--- src/rtl/riscv_xc_init_ctrl_pkg.sv ---
`default_nettype none
// ============================================================================
// riscv_xc_init_ctrl_pkg : XC bank constants and init sequencer state encoding
// Revision: 1.0   Option macro: XC_INIT_READBACK_EN
// ============================================================================
package riscv_xc_init_ctrl_pkg;

    localparam int XC_BANK_BIT = 6;
    localparam logic [XC_BANK_BIT:0] XC_BASE_ADDR = (XC_BANK_BIT + 1)'(1) << XC_BANK_BIT;

    typedef enum logic [1:0] {
        IDLE  = 2'd0,
        CLEAR = 2'd1,
`ifdef XC_INIT_READBACK_EN
        CHECK = 2'd2,
`endif
        DONE  = 2'd3
    } xc_init_state_e;

endpackage : riscv_xc_init_ctrl_pkg
`default_nettype wire

--- src/rtl/riscv_xc_init_ctrl.sv ---
`default_nettype none
// ============================================================================
// riscv_xc_init_ctrl : xc.init sequencer, zeroes the XC register bank through
//                      write port B and optionally reads it back via port C.
// Revision: 1.0   Option macro: XC_INIT_READBACK_EN (adds CHECK readback pass)
// ============================================================================
module riscv_xc_init_ctrl
    import riscv_xc_init_ctrl_pkg::*;
#(
    parameter int ADDR_WIDTH   = 7,
    parameter int DATA_WIDTH   = 32,
    parameter int NUM_XC_WORDS = 16
) (
    input  logic                  clk,
    input  logic                  rst_n,
    input  logic                  init_req_i,
    output logic                  init_ack_o,
    output logic                  busy_o,
    input  logic                  flush_i,
    input  logic                  pipe_we_i,
`ifdef XC_INIT_READBACK_EN
    input  logic                  pipe_re_i,
    output logic [ADDR_WIDTH-1:0] rf_raddr_o,
    input  logic [DATA_WIDTH-1:0] rf_rdata_i,
    output logic                  err_o,
`endif
    output logic                  rf_we_o,
    output logic [ADDR_WIDTH-1:0] rf_waddr_o,
    output logic [DATA_WIDTH-1:0] rf_wdata_o
);

    localparam int              IDX_W    = $clog2(NUM_XC_WORDS);
    localparam logic [IDX_W-1:0] LAST_IDX = IDX_W'(NUM_XC_WORDS - 1);

    xc_init_state_e        state;
    logic [IDX_W-1:0]      idx;
    logic [ADDR_WIDTH-1:0] xc_addr;
    logic                  clear_slot;

    assign xc_addr = ADDR_WIDTH'(XC_BASE_ADDR) | ADDR_WIDTH'(idx);

    // The pipeline always wins port B; a flush cancels the slot it lands on.
    assign clear_slot = (state == CLEAR) && !pipe_we_i && !flush_i;
    assign rf_we_o    = clear_slot;
    assign rf_waddr_o = clear_slot ? xc_addr : '0;
    assign rf_wdata_o = '0;

`ifdef XC_INIT_READBACK_EN
    logic check_slot;
    assign check_slot = (state == CHECK) && !pipe_re_i && !flush_i;
    assign rf_raddr_o = check_slot ? xc_addr : '0;
`endif

    always_ff @(posedge clk or negedge rst_n) begin
        if (!rst_n) begin
            state      <= IDLE;
            idx        <= '0;
            init_ack_o <= 1'b0;
            busy_o     <= 1'b0;
`ifdef XC_INIT_READBACK_EN
            err_o      <= 1'b0;
`endif
        end else begin
            case (state)
                IDLE: begin
                    if (init_req_i) begin
                        state  <= CLEAR;
                        idx    <= '0;
                        busy_o <= 1'b1;
`ifdef XC_INIT_READBACK_EN
                        err_o  <= 1'b0;
`endif
                    end
                end
                CLEAR: begin
                    if (flush_i) begin
                        state  <= IDLE;
                        idx    <= '0;
                        busy_o <= 1'b0;
                    end else if (!pipe_we_i) begin
                        idx <= idx + 1'b1;
                        if (idx == LAST_IDX) begin
`ifdef XC_INIT_READBACK_EN
                            state      <= CHECK;
`else
                            state      <= DONE;
                            busy_o     <= 1'b0;
                            init_ack_o <= 1'b1;
`endif
                        end
                    end
                end
`ifdef XC_INIT_READBACK_EN
                CHECK: begin
                    if (flush_i) begin
                        state  <= IDLE;
                        idx    <= '0;
                        busy_o <= 1'b0;
                    end else if (!pipe_re_i) begin
                        idx <= idx + 1'b1;
                        if (rf_rdata_i != '0) begin
                            err_o <= 1'b1;
                        end
                        if (idx == LAST_IDX) begin
                            state      <= DONE;
                            busy_o     <= 1'b0;
                            init_ack_o <= 1'b1;
                        end
                    end
                end
`endif
                DONE: begin
                    // Four-phase handshake: ack drops on the edge that sees req low.
                    if (!init_req_i) begin
                        state      <= IDLE;
                        init_ack_o <= 1'b0;
                    end
                end
                default: begin
                    state      <= IDLE;
                    idx        <= '0;
                    busy_o     <= 1'b0;
                    init_ack_o <= 1'b0;
                end
            endcase
        end
    end

endmodule : riscv_xc_init_ctrl
`default_nettype wire

--- config.mk ---
export PLATFORM = sky130hd
export DESIGN_NAME = riscv_xc_init_ctrl
export DESIGN_NICKNAME = d
export VERILOG_FILES = /design/src/rtl/riscv_xc_init_ctrl_pkg.sv /design/src/rtl/riscv_xc_init_ctrl.sv
export SDC_FILE = /design/constraint.sdc
export NUM_CORES = 1
export LEC_CHECK = 0
export CAP_MARGIN = 0
export CORE_MARGIN = 5
export CORE_UTILIZATION = 39
export CTS_CLUSTER_SIZE = 30
export DETAILED_ROUTE_END_ITERATION = 16
export PLACE_DENSITY_LB_ADDON = 0.08
export RECOVER_POWER = 25
export SETUP_SLACK_MARGIN = 0.2
export SYNTH_ARGS = -nofsm -noshare
export SYNTH_HDL_FRONTEND = slang
export SYNTH_SLANG_ARGS = --single-unit
--- constraint.sdc ---
create_clock -name clk -period 4.4 [get_ports clk]
set_input_delay 0.66 -clock clk [delete_from_list [all_inputs] [get_ports clk]]
set_output_delay 0.66 -clock clk [all_outputs]
set_load 0.01 [all_outputs]
==> results.toml <==
[outcome]
status = "complete, no violations"

[grt]
grt_pass1_vias = 437
grt_use_met1 = 0.128
grt_pass1_wl_um = 2000
overflow = 0
grt_max_degree = 12
track_usage = 0.100
grt_util_met2 = 0.145
met3_usage = 0.0277
antenna_found_initial = 0
busiest_layer = "met2"

[placed_design]
hpwlAfterDp_um = 1060
place_congestion = 0.790
port_buffers = 12

[worst_hold_path]
min_to = "busy_o$_DFFE_PN0P_"
hold_class = "reg2reg"
min_path_cells = 1
worstHoldStart = "busy_o$_DFFE_PN0P_"

[routing]
drt-initial-drc-count = 0
viasPerCell = 4.12
vias = 482
wl_per_cell_um = 11.1
drcViolationCount = 0
ant_nets = 0
dr.pass1.iters = 1
routed_wl_um = 1300

[critical_path]
cp_common_cell = "clkdlybuf4s50_1"
cp-end-kind = "primary output"
required_ns = 3.74
cpPeakStageDelay_ns = 0.54
cp-start-kind = "primary input"
reg2reg_slack_ns = 2.81
crit_chain = "clkdlybuf4s50_1 -> nor4b_4 -> and2_2 -> clkdlybuf4s50_1"
crit_slowest_cell = "nor4b_4"
worst-path-buf-inv = 2
arrival_ns = 2.49
path_delay_family = "buffers and inverters"
timing.rr.end = "idx[3]$_DFFE_PN0P_"
critPathKind = "in2out"
timing.rr.start = "state[1]$_DFFE_PN0P_"
cp_max_fo = 11
r2r_cells = 3

[timing]
max_clock_freq_mhz = 317
fin_tns_setup_ns = 0
setup_violations = 0
slew_violations = 0
skew_ns = 0.00391
slew_headroom = 0.663
hold_viol_final = 0
final.min_clock_period_ns = 3.15
tightest_slew_ns = 0.503
period_share = 0.716
rsz0062_at_grt = "no"

[final_layout]
post-route-util = 0.435
drive_gt1_frac = 0.0761
fill_cells = 179
nNetsFinal = 100
areaGrowthSynthToFinish_pct = 3.19
antennaDiodeCount = 0

[synth]
syn-mean-instance-area_um2 = 9.31
synth_edf_count = 0
syn_inst = 80
netlist_area_um2 = 744
async_flop_share = 1.00
ys_warn_count = 0
ys_seq_elements = 8
yosys.cell_types.count = 28
ys_seq_area_frac = 0.269
synth_ff_type = "dfrtp_1"

[floorplan]
io_pins = 47
die_h_um = 53.7
num_rows = 15
core_region_area_um2 = 1760
die_w_um = 53.7
die_area_um2 = 2880
start_util = 0.422

[power_and_ir_drop]
ir_worst_vdd_uv = 141
p_int_uw = 131
seqPwrFrac = 0.443
clock_power_share = 0.301
p_per_area_nw_per_um2 = 251
switching_share = 0.323
p_leak_nw = 0.391
power_switching_uw = 62.3
p_comb_frac = 0.256

[clock_network]
cts-root-buf = "clkbuf_4"
numCtsBuffers = 3
clk_pin_slew_worst_paths_ns = 0.06
ctsResizeCount = 0
hold_buffers = 0
postCtsSetupBuffers = 0
clock_path_buffers = 2
clock_latency_ns = 0.26
cts.sinks = 8
h-tree-depth = 1
cts_tree = "yes"

[run]
cap_violations = 0
## cell usage after synthesis (all sizes together) (2+ instances only)
cell type,instances,area [um2]
buf,36,274
dfrtp,8,200
and2,5,32.5
nand3,4,20.0
nor2b,4,25.0
a21boi,2,15.0
and3b,2,18.8
nand2,2,7.51
## logic make-up after synthesis
kind of cell    Yosys count  share of synthesized area
compound gates           11                      0.118
fa+ha+maj                 1                     0.0168
buf+inv                  36                      0.368
flops                     8                      0.269
mux                       1                     0.0151
other cells               1                    0.00504
simple gates             22                      0.208
## power by group through the flow
stage          clock [mW]  combinational [mW]  sequential (mW)
4_1_cts            0.0620              0.0494           0.0854
3_5_place_dp            0              0.0493           0.0867
3_3_place_gp            0              0.0491           0.0867
2_1_floorplan           0              0.0545           0.0861
6_report           0.0581              0.0494           0.0854
5_1_grt            0.0643              0.0566           0.0864
## worst max path at each step
stage                     startpoint             to  slack, ns  cells after the start
after floorplan              flush_i  rf_waddr_o[0]       2.37                      2
after global placement       flush_i  rf_waddr_o[0]       1.29                      4
after detailed placement     flush_i  rf_waddr_o[0]       1.21                      4
after CTS                    flush_i  rf_waddr_o[0]       1.21                      4
after global routing         flush_i  rf_waddr_o[0]       1.14                      4
final                        flush_i  rf_waddr_o[0]       1.25                      4
## placed cells by master, fill, tap and decap left out
master | netlist | routed
conb_1 | 1 | 34
clkdlybuf4s50_1 | 0 | 11
dfrtp_1 | 8 | 8
and2_1 | 4 | 4
nand3_1 | 4 | 4
nor2b_1 | 4 | 4
clkbuf_4 | 0 | 3
nand2_1 | 2 | 2
a21boi_0 | 2 | 2
nor4b_4 | 1 | 1
and2_2 | 1 | 1
o41ai_1 | 1 | 1
nand2b_1 | 1 | 1
o21bai_1 | 1 | 1
o21a_1 | 1 | 1
a22o_1 | 1 | 1
mux2_2 | 1 | 1
nor3_1 | 1 | 1
a21oi_1 | 1 | 1
o211ai_1 | 1 | 1
nor3b_1 | 1 | 1
or3b_1 | 1 | 1
and3b_1 | 1 | 1
and3b_2 | 1 | 1
a211o_1 | 1 | 1
a41o_1 | 1 | 1
o2bb2ai_1 | 1 | 1
ha_1 | 1 | 1
dlygate4sd3_1 | 0 | 1
## layout make-up
type                    instances  area (um2)  area share
flip-flops and latches          8         200       0.261
clock buffers                   3        22.5      0.0293
well taps                      25        31.3      0.0407
multi-input cells              69         394       0.513
repair buffers                 12         120       0.156
## sequential cells by signal, summed over array words and instances (netlist names)
signal      flops
state           2
init_ack_o      1
busy_o          1
idx             4
## routing by layer
layer / share of wire / routed length [um]
met5: 0 / 0
met3: 0.12 / 160
met2: 0.45 / 584
met1: 0.41 / 538
met4: 0.015 / 19
## metrics by stage
stage,hold WS (ns),setup WS (ns),cell area [um2],cells,power (mW)
floorplan,0.364,2.37,868,113,0.141
global placement,0.502,1.29,746,114,0.136
finish,0.512,1.25,768,117,0.193
detailed placement,0.501,1.21,746,114,0.136
global route,0.558,1.14,768,117,0.207
CTS,0.523,1.21,768,117,0.197
Power figures use the tool's default switching activity.
